--- src/rtl/dac_pkg.sv ---
// Shared types for the stereo serial DAC front end.
// Build option: DAC_OFFSET_BINARY_EN converts captured two's complement
// words to offset binary by inverting the MSB at load time.
package dac_pkg;
  localparam int DATA_W = 16;

  typedef logic signed [DATA_W-1:0] sample_t;

  typedef enum logic [1:0] {
    IDLE,
    SHIFT,
    LATCH
  } dac_state_t;

  // Word actually shifted out for a captured sample.
  function automatic logic [DATA_W-1:0] to_dac_word(input sample_t s);
`ifdef DAC_OFFSET_BINARY_EN
    return {~s[DATA_W-1], s[DATA_W-2:0]};
`else
    return s;
`endif
  endfunction
endpackage

--- src/rtl/dac_chan_shifter.sv ---
// One channel of the DAC serializer: parallel load, MSB-first left shift.
// Ports:
//   clk    clock (clk_12 domain)
//   reset  synchronous active-high reset
//   load   capture din into the shift register
//   shift  shift left one bit (MSB leaves first)
//   clr    clear the register so the serial line idles low
//   din    parallel word to send
//   sout   serial output, the register MSB (registered)
module dac_chan_shifter
  import dac_pkg::*;
(
  input  logic              clk,
  input  logic              reset,
  input  logic              load,
  input  logic              shift,
  input  logic              clr,
  input  logic [DATA_W-1:0] din,
  output logic              sout
);

  logic [DATA_W-1:0] shreg;

  always_ff @(posedge clk) begin
    if (reset || clr) begin
      shreg <= '0;
    end else if (load) begin
      shreg <= din;
    end else if (shift) begin
      shreg <= {shreg[DATA_W-2:0], 1'b0};
    end
  end

  assign sout = shreg[DATA_W-1];

endmodule

--- src/rtl/dac_serializer.sv ---
// Stereo serial DAC front end. On each rising edge of the clk_48 sample
// strobe it captures leftIn/rightIn, shifts both words MSB-first on DL/DR,
// then pulses LL/LR for LATCH_W cycles so the DAC latches on the fall.
// Build option: DAC_OFFSET_BINARY_EN (see dac_pkg::to_dac_word).
// Ports:
//   clk_12   sole clock
//   reset    synchronous active-high reset
//   clk_48   sample-rate strobe (data input, sampled on clk_12)
//   leftIn   signed left sample
//   rightIn  signed right sample
//   DL, DR   serial data, MSB first
//   LL, LR   latch strobes, active-high, identical timing
//
// state | meaning
// IDLE  | waiting for a strobe rising edge; DL/DR/LL/LR low
// SHIFT | DATA_W cycles, one bit per cycle, MSB first
// LATCH | LATCH_W cycles, LL/LR high, DL/DR hold bit 0
module dac_serializer
  import dac_pkg::*;
#(
  parameter int LATCH_W = 1
) (
  input  logic    clk_12,
  input  logic    reset,
  input  logic    clk_48,
  input  sample_t leftIn,
  input  sample_t rightIn,
  output logic    DL,
  output logic    DR,
  output logic    LL,
  output logic    LR
);

  localparam int CNT_MAX = (DATA_W > LATCH_W) ? DATA_W : LATCH_W;
  localparam int CNT_W   = (CNT_MAX > 1) ? $clog2(CNT_MAX) : 1;

  dac_state_t       state, state_next;
  logic [CNT_W-1:0] cnt, cnt_next;
  logic             clk_48_q;
  logic             tick;
  logic             load, shift, clr;
  logic             latch_q;

  assign tick = clk_48 & ~clk_48_q;

  // Down-counter holds the cycles remaining in the current phase; the
  // phase ends when it reaches zero. On the last SHIFT cycle no shift is
  // issued so bit 0 stays on the line through LATCH.
  always_comb begin
    state_next = state;
    cnt_next   = cnt;
    load       = 1'b0;
    shift      = 1'b0;
    clr        = 1'b0;
    case (state)
      IDLE: begin
        if (tick) begin
          load       = 1'b1;
          state_next = SHIFT;
          cnt_next   = CNT_W'(DATA_W - 1);
        end
      end
      SHIFT: begin
        if (cnt == '0) begin
          state_next = LATCH;
          cnt_next   = CNT_W'(LATCH_W - 1);
        end else begin
          shift    = 1'b1;
          cnt_next = cnt - CNT_W'(1);
        end
      end
      LATCH: begin
        if (cnt == '0) begin
          state_next = IDLE;
          clr        = 1'b1;
        end else begin
          cnt_next = cnt - CNT_W'(1);
        end
      end
      default: begin
        state_next = IDLE;
        cnt_next   = '0;
      end
    endcase
  end

  always_ff @(posedge clk_12) begin
    if (reset) begin
      state    <= IDLE;
      cnt      <= '0;
      clk_48_q <= 1'b0;
      latch_q  <= 1'b0;
    end else begin
      state    <= state_next;
      cnt      <= cnt_next;
      clk_48_q <= clk_48;
      latch_q  <= (state_next == LATCH);
    end
  end

  assign LL = latch_q;
  assign LR = latch_q;

  dac_chan_shifter u_left (
    .clk   (clk_12),
    .reset (reset),
    .load  (load),
    .shift (shift),
    .clr   (clr),
    .din   (to_dac_word(leftIn)),
    .sout  (DL)
  );

  dac_chan_shifter u_right (
    .clk   (clk_12),
    .reset (reset),
    .load  (load),
    .shift (shift),
    .clr   (clr),
    .din   (to_dac_word(rightIn)),
    .sout  (DR)
  );

endmodule

--- config.mk ---
export PLATFORM = sky130hd
export DESIGN_NAME = dac_serializer
export DESIGN_NICKNAME = d
export VERILOG_FILES = /design/src/rtl/dac_pkg.sv /design/src/rtl/dac_chan_shifter.sv /design/src/rtl/dac_serializer.sv
export SDC_FILE = /design/constraint.sdc
export NUM_CORES = 1
export LEC_CHECK = 0
export BUFFER_PORTS_ARGS = -buffer_cell sky130_fd_sc_hd__buf_4
export CORE_MARGIN = 8
export CORE_UTILIZATION = 48
export DETAILED_ROUTE_END_ITERATION = 8
export GPL_ROUTABILITY_DRIVEN = 0
export PLACE_DENSITY = 0.69
export SETUP_SLACK_MARGIN = 0.4
export SKIP_LAST_GASP = 1
export SLEW_MARGIN = 20
export SYNTH_ARGS = -nofsm -noshare
export SYNTH_HDL_FRONTEND = slang
export SYNTH_HIERARCHICAL = 1
export SYNTH_SLANG_ARGS = --single-unit
--- constraint.sdc ---
create_clock -name clk_12 -period 3.1 [get_ports clk_12]
set_input_delay 0.31 -clock clk_12 [delete_from_list [all_inputs] [get_ports clk_12]]
set_output_delay 0.31 -clock clk_12 [all_outputs]
set_load 0.05 [all_outputs]
; Yosys cells after proc, flatten, opt, wreduce, memory -nomap -nowiden
; Index checks and enable logic that the tools add are counted.
[classes]
eq_ne = 5
addsub = 1
bitwise_logic = 2
muxes = 18
n_reduce_logical = 5
order_cmp = 0
n_mul = 0
shift = 0
div = 0
[op_table]
columns = cell, n
row1 = $mux W16, 4
row2 = $mux W4, 3
row3 = $pmux W4 S3, 1
row4 = $mux W1, 6
row5 = $mux W2, 3
row6 = $pmux W2 S3, 1
row7 = $eq A2 B2 Y1 const B, 2
row8 = $logic_not A4 Y1, 1
row9 = $ne A2 B2 Y1 const B, 2
row10 = $sub A4 B1 Y4 const B, 1
row11 = $eq A2 B1 Y1 const B, 1
row12 = $logic_not A2 Y1, 1
row13 = $reduce_and A2 Y1, 1
row14 = $reduce_bool A2 Y1, 1
row15 = $and A1 B1 Y1, 1
row16 = $logic_or A1 B1 Y1, 1
row17 = $not A1 Y1, 1
[totals]
in_bits = 35
regBits = 40
latch_bits = 0
mem_bits_rw = 0
romBits = 0
memories = 0
word_cells = 37

; Depth between registers and ports, before layout
; Gate-level depths: netlist of the first run.
[logic_depth]
word_depth = 5
ltp_mapped = 10
mapped_depth_nobuf = 7

; Cells and area by module
; Netlist of the first run, hierarchy kept.
[by_module_without_submodules]
columns = module, area_per_inst_um2, instances, cells_each, seq_area_each_um2
row1 = dac_chan_shifter, 847.1, 2, 71, 320.3
row2 = dac_serializer, 464.2, 1, 57, 160.2

; Worst setup path after synthesis of the first run
; Ideal clock, no wire load.
[synth_path]
path_type = flip-flop to flip-flop
start = register cnt[0]
end = register u_left.shreg[10]
n_path_buf = 3
t_arrival_ps = 2003
setup_time_ps = 116
slack_ps = 981
t_required_ps = 2984
path_stages_with_launch = 11
cell_sequence = dfxtp_1 > inv_1 > ha_1 > or3b_1 > buf_6 > nand2_1 > nor2_1 > buf_6 > buf_12 > mux2_4 > o211a_1
[synth_between]
elab_chain_cells = 4
[synth_rtl]
columns = item, line
row1 = start: declaration, dac_serializer.sv:38  ; logic [CNT_W-1:0] cnt, cnt_next;
row2 = start signal: assignment, dac_serializer.sv:95  ; cnt <= cnt_next;
row3 = $logic_not A4 Y1, dac_serializer.sv:64  ; if (cnt == '0) begin
row4 = $mux W1, dac_serializer.sv:64
row5 = $mux W1, dac_serializer.sv:55  ; case (state)
row6 = net shift, dac_serializer.sv:41  ; logic load, shift, clr;
row7 = $reduce_bool A2 Y1 (no line), n/a
row8 = end signal: assignment, dac_chan_shifter.sv:28  ; shreg <= din;
row9 = end signal: assignment, dac_chan_shifter.sv:30  ; shreg <= {shreg[DATA_W-2:0], 1'b0};
row10 = end: declaration, dac_chan_shifter.sv:22  ; logic [DATA_W-1:0] shreg;
; The timed path passes the listed nets, and every way through them passes these cells.
; A chain may end at the register's enable or synchronous reset.

; Final worst setup path of the first run
[layout_path]
start = register cnt[0]
end = register u_right.shreg[1]
[layout_between]
elab_chain_cells = 4
[layout_rtl]
columns = item, line
row1 = $logic_not A4 Y1, dac_serializer.sv:64
row2 = $mux W1, dac_serializer.sv:64
row3 = $mux W1, dac_serializer.sv:55
row4 = net shift, dac_serializer.sv:41
row5 = $reduce_bool A2 Y1 (no line), n/a
row6 = end signal: assignment, dac_chan_shifter.sv:28
row7 = end signal: assignment, dac_chan_shifter.sv:30
row8 = end: declaration, dac_chan_shifter.sv:22
; The timed path passes the listed nets, and every way through them passes these cells.

==> results of run 1 <==
-- cells in the mapped netlist, types with 2 or more instances --
cell      instances
o21ai_0           2
clkbuf_1          5
dfxtp_1          40
or3b_1            3
a21boi_1          2
mux2_2           12
nand4b_1          2
nor2_1            9
buf_2             4
a31oi_1           3
inv_1             3
mux2_4           18
nor3_1            2
buf_12            2
nor2b_1           4
buf_6             5
o211a_1          30
nand2_1           4
nand2b_1         31
a21oi_1           3
-- final cells by class --
type | instances | area [um2] | area share [%]
clock buffers | 6 | 82.6 | 3.30
clock inverters | 2 | 10.0 | 0.400
inverters | 3 | 11.3 | 0.450
multi-input cells | 139 | 1220 | 48.7
flip-flops and latches | 40 | 801 | 32.0
well taps | 52 | 65.1 | 2.60
repair buffers | 42 | 315 | 12.6
-- registers in the layout, indices dropped and copies added (netlist names) --
register and cells:
cnt 4, u_right/shreg 16, clk_48_q 1, LL 1, state 2, u_left/shreg 16
-- where the power goes --
part / switching (mW) / internal, mW / total (mW)
Combinational: 0.168 / 0.218 / 0.386
Clock: 0.174 / 0.178 / 0.351
Sequential: 0.0457 / 0.582 / 0.628
-- worst reg2reg max path, delay by kind of cell, from the launching register on --
| family | cells | cell delay, ns |
|---|---|---|
| AND/OR/NAND/NOR | 3 | 0.60 |
| buffers and inverters | 2 | 0.52 |
| multiplexers | 1 | 0.40 |
| flip-flops | 1 | 0.37 |
| adder cells (fa/ha/maj) | 1 | 0.26 |
| AO/OA/AOI/OAI | 1 | 0.20 |
-- kinds of logic (layout without fill, tap and decap cells) --
| family | Yosys count | after routing | share of synthesized area [%] |
|---|---|---|---|
| AOI/OAI and AO/OA | 48 | 48 | 19.7 |
| adders and majority gates | 1 | 1 | 0.580 |
| buffers and inverters | 20 | 53 | 7.13 |
| DFF | 40 | 40 | 37.1 |
| muxes | 31 | 31 | 19.2 |
| and+or+nand+nor | 59 | 59 | 16.3 |
-- final timing paths --
check / from / end / slack, ns / depth (start not counted)
setup / recovery: cnt[0]$_SDFFE_PP0P_ / u_right/shreg[1]$_SDFFE_PP0P_ / 0.66 / 8
hold / removal: clk_48 / clk_48_q$_SDFF_PP0_ / 0.26 / 2
setup reg to reg: cnt[0]$_SDFFE_PP0P_ / u_right/shreg[1]$_SDFFE_PP0P_ / 0.66 / 8
hold reg to reg: cnt[1]$_SDFFE_PP0P_ / cnt[1]$_SDFFE_PP0P_ / 0.53 / 2
-- metal layers --
metal	global-route usage [%]	up-vias	part of all wire (%)
li1	-	781	-
met3	4.30	4	5.9
met1	13.7	722	46
met4	3.67	0	0.66
met2	18.1	28	47
met5	0	-	0
-- placed cells by master, fill, tap and decap left out, types with 2 or more instances in the layout --
| cell | netlist | layout |
|---|---|---|
| buf_4 | 1 | 42 |
| dfxtp_1 | 40 | 40 |
| nand2b_1 | 31 | 31 |
| o211a_1 | 30 | 30 |
| mux2_4 | 18 | 18 |
| mux2_2 | 12 | 12 |
| nor2_1 | 9 | 7 |
| clkbuf_8 | 0 | 6 |
| nor2b_1 | 4 | 4 |
| nand2_1 | 4 | 4 |
| inv_1 | 3 | 3 |
| or3b_1 | 3 | 3 |
| a31oi_1 | 3 | 3 |
| a21oi_1 | 3 | 3 |
| o21ai_0 | 2 | 2 |
| nand4b_1 | 2 | 2 |
| clkinv_2 | 0 | 2 |
| a21boi_1 | 2 | 2 |
-- through the flow --
| step | setup slack [ns] | utilization, % |
|---|---|---|
| CTS | 0.618 | 57.4 |
| finish | 0.656 | 57.5 |
| detailed placement | 0.638 | 55.3 |
| floorplan | 0.981 | - |
| global route | 0.443 | 57.5 |
| global placement | 0.693 | 55.3 |
==> metrics.yaml, run 1 <==
sta:
  slew_violations: 0
  worst_pin_slew_ns: 1.03
  fmax_ghz: 0.409
  setup_violations: 0
  period_needed_ns: 2.44
  hold_slack_ns: 0.261
  hold_violations: 0
  fin_worst_skew_ns: 0.00413
  tns_ns: 0
  slew_headroom_pct: 30.8
  rsz0062_at_grt: "false"
  fin_crit_sh_pct: 78.8
die:
  die_w_um: 83.1
  io_pins: 39
  start_util_pct: 49.6
  std_cell_rows: 24
  coreArea_um2: 4350
  dieArea_um2: 6900
  chipHeight_um: 83.1
power:
  ir_drop_uv: 234
  p_leak_nw: 1.31
  powerDensity_nw_per_um2: 545
  totalPowerFinal_mw: 1.36
yosys:
  syn_avg_cell_area_um2: 10.8
  synthTopCellsByArea: "dfxtp_1 (37%), o211a_1 (14%), mux2_4 (13%)"
  ys_types: 35
  synth_top_cell_by_area: "dfxtp_1"
  yosysWarnings: 6
  netlist_instances: 199
  ys_seq_area_share_pct: 37.1
  synth_ff_type: "dfxtp_1"
  synth.cell_area_um2: 2160
  synth-edff-count: 0
  synth_fp_nets: 235
  synth_top_area_share_pct: 37.1
  synthArstFlopShare_pct: 0
  synth-seq-cells: 40
drt:
  drc: 0
  drt_pre_antenna_iters: 4
  viasPerCell: 5.40
  post_drt_wl_per_cell_um: 13.8
  num_vias: 1535
  drtAntennaViolNets: 0
  routed_wl_um: 3920
  drt_iter0_drc: 86
critical_path:
  crit_path_max_fanout: 32
  path_buf_inv: 2
  cpLargestDelayFamily: "simple AND/OR/NAND/NOR gates"
  cp.required_ns: 3.28
  critPathArrivalTime_ns: 2.62
  crit_chain: "inv_1 -> ha_1 -> or3b_1 -> nand2_1 -> nor2_4 -> buf_4 -> mux2_2 -> o211a_1"
  crit_path_top_delay_cell: "buf_4"
  start_kind: "flop"
  cpPeakStageDelay_ns: 0.43
  worstSetupPathType: "flop to flop"
  crit_path_end_kind: "flop"
placement:
  dpl_cell_area_um2: 2410
  dp_cells: 276
  port_buffers: 38
  place_hpwl_um: 2800
layout:
  layout.nets: 267
  n_fill_cell: 392
  drive_above_1_share_pct: 36.6
  areaGrowthSynthToFinish_pct: 16.0
  insertedDiodeCount: 0
  final_area_um2: 2500
  instances_no_fill: 284
global_routing:
  grt_usage_pct: 11.4
  grt_pass1_wl_um: 6850
  overflow: 0
  grt_max_degree: 33
  grt_pass1_vias: 1515
  antenna_found_initial: 0
clocking:
  post-cts-setup-buffers: 0
  cts_tree: "yes"
  insertion_delay_ns: 0.28
  clk_path_buf_depth: 2
  numCtsBuffers: 5
  htreeDepth: 2
  hold_buffers: 0
  clk_pin_slew_ns: 0.08
  cts_root_buffer: "clkbuf_8"
  cts_sinks: 40
  cts_resized: 0
run_status:
  status: "completed"
hold_path:
  hp-class: "primary input to flop"
run:
  max_cap_violations: 0
(Power assumes the default switching activity.)
==> run 2: changes to the inputs <==
==> constraint.sdc (replaced) <==
create_clock -name clk_12 -period 2.3 [get_ports clk_12]
set_input_delay 0.23 -clock clk_12 [delete_from_list [all_inputs] [get_ports clk_12]]
set_output_delay 0.23 -clock clk_12 [all_outputs]
set_load 0.05 [all_outputs]
==> metrics.yaml, run 2 (same netlist as run 1, synthesis figures left out) <==
run_status:
  status: "completed"
layout:
  multiInputGateArea_um2: 1260
  layout.nets: 281
  final_common_cell: "buf_4"
  insertedDiodeCount: 0
  n_fill_cell: 364
  layout_common_cells: "buf_4 (52), dfxtp_1 (38), nand2b_1 (31)"
  areaGrowthSynthToFinish_pct: 24.6
  final_area_um2: 2690
  largestRegisters: "u_left/shreg (16), u_right/shreg (16), cnt (4)"
  drive_above_1_share_pct: 42.7
  regArea_um2: 803
die:
  start_util_pct: 49.6
  io_pins: 39
  die_w_um: 83.1
  dieArea_um2: 6900
  coreArea_um2: 4350
  std_cell_rows: 24
  chipHeight_um: 83.1
drt:
  num_vias: 1568
  drt_iter0_drc: 76
  post_drt_wl_per_cell_um: 15.4
  drc: 0
  viasPerCell: 5.26
  drt_pre_antenna_iters: 4
  drtAntennaViolNets: 0
  routed_wl_um: 4580
sta:
  worst_pin_slew_ns: 0.545
  slew_violations: 0
  hold_violations: 0
  fmax_ghz: 0.509
  rsz0062_at_grt: "true"
  fin_worst_skew_ns: 0.00478
  setup_violations: 0
  fin_crit_sh_pct: 85.4
  tns_ns: 0
  period_needed_ns: 1.97
  setup_ws_ns: 0.335
  slew_headroom_pct: 63.4
global_routing:
  grt_pass1_vias: 1623
  grt_max_degree: 20
  overflow: 0
  grt_pass1_wl_um: 7320
  antenna_found_initial: 0
  grt_usage_pct: 12.3
clocking:
  cts_root_buffer: "clkbuf_8"
  cts_sinks: 40
  hold_buffers: 0
  insertion_delay_ns: 0.28
  clk_path_buf_depth: 2
  cts_tree: "yes"
  htreeDepth: 2
  clk_pin_slew_ns: 0.07
  numCtsBuffers: 5
critical_path:
  critPathLaunch: "cnt[0]$_SDFFE_PP0P_"
  critPathArrivalTime_ns: 2.14
  rrSetupSlack_ns: 0.33
  r2r-start: "cnt[0]$_SDFFE_PP0P_"
  worstSetupPathType: "flop to flop"
  crit_path_max_fanout: 16
  crit_path_end_kind: "flop"
  start_kind: "flop"
  cp.required_ns: 2.47
placement:
  dpl_cell_area_um2: 2480
  place_ws_ns: 0.101
  place_hpwl_um: 2930
  port_buffers: 38
hold_path:
  hp-class: "primary input to flop"
  min_from: "clk_48"
power:
  p_leak_nw: 1.40
  ir_drop_uv: 451
  powerDensity_nw_per_um2: 734
run:
  max_cap_violations: 0
run 2: timing repair:
action	in CTS	in global routing
setup endpoints to repair	32	32
cloned	1	1
pin swaps	1	1
resized for setup	7	4
buffers inserted	4	3
run 2: area by class of cell:
cell class              count  share of cell area, %
flip-flops and latches     40                   29.9
multi-input cells         139                   46.9
repair buffers             56                   17.0
well taps                  52                   2.42
inverters                   3                  0.419
clock buffers               8                   3.35
run 2: metal layers:
| metal | vias up | track usage (%) | wire (um) |
|---|---|---|---|
| li1 | 808 | - | - |
| met1 | 733 | 14.4 | 2150 |
| met2 | 23 | 21.0 | 2250 |
| met3 | 4 | 3.42 | 147 |
| met4 | 0 | 3.99 | 29 |
| met5 | - | 0 | 0 |
run 2: worst paths after layout:
check / depth (start not counted) / endpoint
hold reg to reg: 2 / cnt[1]$_SDFFE_PP0P_
hold / removal: 2 / clk_48_q$_SDFF_PP0_
setup reg to reg: 9 / u_right/shreg[4]$_SDFFE_PP0P_
setup / recovery: 9 / u_right/shreg[4]$_SDFFE_PP0P_
run 2: power by group:
| group | switching (mW) | internal (mW) |
|---|---|---|
| logic | 0.283 | 0.383 |
| registers | 0.0546 | 0.787 |
| clock network | 0.222 | 0.245 |
| total | 0.559 | 1.41 |
run 2: worst max-delay path, cell delays in order (launching register included):
cell and delay [ns]:
dfxtp_2 0.33, inv_2 0.07, ha_4 0.14, or3b_4 0.39
buf_6 0.14, nand2_4 0.07, nor2_4 0.05, buf_12 0.17
mux2_4 0.30, o211a_1 0.21
run 2: metrics by stage:
stage	power (mW)	utilization, %	cells	hold slack, ns
finish	1.97	61.8	298	0.181
global route	2.09	61.8	298	0.200
CTS	1.96	60.8	294	0.175
detailed placement	1.43	57.0	281	0.475
global placement	1.43	57.0	281	0.471
floorplan	1.33	-	199	0.358
==> run 3: changes to the inputs <==
==> constraint.sdc (replaced) <==
create_clock -name clk_12 -period 2.43 [get_ports clk_12]
set_input_delay 0.243 -clock clk_12 [delete_from_list [all_inputs] [get_ports clk_12]]
set_output_delay 0.243 -clock clk_12 [all_outputs]
set_load 0.05 [all_outputs]
==> metrics.yaml, run 3 (same netlist as run 1, synthesis figures left out) <==
clocking:
  htreeDepth: 2
  clk_pin_slew_ns: 0.07
  numCtsBuffers: 5
  clk_path_buf_depth: 2
  insertion_delay_ns: 0.29
  hold_buffers: 0
  cts_sinks: 40
  cts_tree: "yes"
  cts_root_buffer: "clkbuf_8"
power:
  internal_power_mw: 1.31
  powerDensity_nw_per_um2: 683
  clkPwrFrac_pct: 22.4
  ir_drop_uv: 345
  swShare_pct: 28.5
  net-switching-power_uw: 521
  p_comb_share_pct: 33.6
  p_seq_share_pct: 43.9
  totalPowerFinal_mw: 1.83
  p_leak_nw: 1.38
global_routing:
  grt_pass1_vias: 1573
  grt_max_degree: 31
  grt_pass1_wl_um: 7190
  antenna_found_initial: 0
  overflow: 0
  grt_usage_pct: 12.2
sta:
  setup_violations: 0
  fin_crit_sh_pct: 81.7
  period_needed_ns: 1.99
  slew_violations: 0
  fmax_ghz: 0.504
  fin_worst_skew_ns: 0.00253
  setup_ws_ns: 0.445
  slew_headroom_pct: 62.2
  worst_pin_slew_ns: 0.567
  hold_violations: 0
  rsz0062_at_grt: "false"
  tns_ns: 0
hold_path:
  hp-class: "primary input to flop"
critical_path:
  crit_path_top_delay_cell: "or3b_4"
  cpLargestDelayFamily: "simple AND/OR/NAND/NOR gates"
  critPathArrivalTime_ns: 2.16
  cpPeakStageDelay_ns: 0.40
  cpMostUsedCell: "buf_12"
  worstSetupPathType: "flop to flop"
  path_buf_inv: 3
  crit_path_max_fanout: 8
  crit_chain: "inv_2 -> ha_4 -> or3b_4 -> nand2_4 -> nor2_4 -> buf_12 -> buf_12 -> mux2_4 -> o211a_1"
  start_kind: "flop"
  cp.required_ns: 2.61
  rrSetupSlack_ns: 0.44
  crit_path_end_kind: "flop"
placement:
  port_buffers: 38
  place_ws_ns: 0.0896
  place_hpwl_um: 2720
  dpl_cell_area_um2: 2450
layout:
  layout_common_cells: "buf_4 (46), dfxtp_1 (38), nand2b_1 (31)"
  final_common_cell: "buf_4"
  utilization_pct: 61.5
  drive_above_1_share_pct: 41.7
  n_fill_cell: 364
  insertedDiodeCount: 0
  layout.nets: 276
  final_area_um2: 2680
  areaGrowthSynthToFinish_pct: 24.0
  largestRegisters: "u_left/shreg (16), u_right/shreg (16), cnt (4)"
die:
  chipHeight_um: 83.1
  coreArea_um2: 4350
  start_util_pct: 49.6
  dieArea_um2: 6900
  die_w_um: 83.1
  io_pins: 39
  std_cell_rows: 24
drt:
  routed_wl_um: 4230
  post_drt_wl_per_cell_um: 14.5
  drt_pre_antenna_iters: 6
  drt_iter0_drc: 77
  drc: 0
  viasPerCell: 5.40
  num_vias: 1577
  drtAntennaViolNets: 0
run_status:
  status: "completed"
run:
  max_cap_violations: 0
-- run 3: worst register-to-register path, stage by stage, from the launching register on --
cell and delay [ns]:
dfxtp_2 0.34, inv_2 0.08, ha_4 0.14, or3b_4 0.40, nand2_4 0.10, nor2_4 0.06, buf_12 0.14, buf_12 0.13
mux2_4 0.29, o211a_1 0.21
-- run 3: repair_timing --
| item | in CTS | in global routing |
|---|---|---|
| pin swaps | 1 | 1 |
| setup endpoints to repair | 32 | 32 |
| setup buffers | 2 | 3 |
| cloned | 2 | 0 |
| resized for setup | 9 | 4 |
-- run 3: cell type report --
cell class	instances	area, um2	area share [%]
Multi-Input combinational cell	139	1250	46.8
Sequential cell	40	803	30.0
Timing Repair Buffer	51	465	17.4
Clock buffer	6	72.6	2.71
Tap cell	52	65.1	2.43
Inverter	3	11.3	0.421
Clock inverter	1	5.00	0.187
-- run 3: layer usage --
metal,up-vias,global-route usage (%),wire length (um)
met2,43,19.0,1980
li1,800,-,-
met5,-,0,0
met1,728,15.0,1950
met4,0,4.79,63
met3,6,4.10,232
-- run 3: path summary, 6_finish.rpt --
kind / start / to / cells after the start
max: cnt[0]$_SDFFE_PP0P_ / u_right/shreg[9]$_SDFFE_PP0P_ / 9
max reg2reg: cnt[0]$_SDFFE_PP0P_ / u_right/shreg[9]$_SDFFE_PP0P_ / 9
min: clk_48 / clk_48_q$_SDFF_PP0_ / 2
min reg2reg: cnt[1]$_SDFFE_PP0P_ / cnt[1]$_SDFFE_PP0P_ / 2
-- run 3: power groups by stage --
stage	registers, mW	logic [mW]	clock network [mW]
6_report	0.802	0.614	0.410
5_1_grt	0.814	0.668	0.458
4_1_cts	0.799	0.593	0.431
3_5_place_dp	0.813	0.521	0
3_3_place_gp	0.811	0.519	0
2_1_floorplan	0.814	0.433	0
-- run 3: metrics by stage --
step | std cells | hold WS (ns)
after global placement | 278 | 0.477
after detailed placement | 278 | 0.499
final | 292 | 0.197
after floorplan | 199 | 0.371
after global routing | 292 | 0.214
after CTS | 289 | 0.195
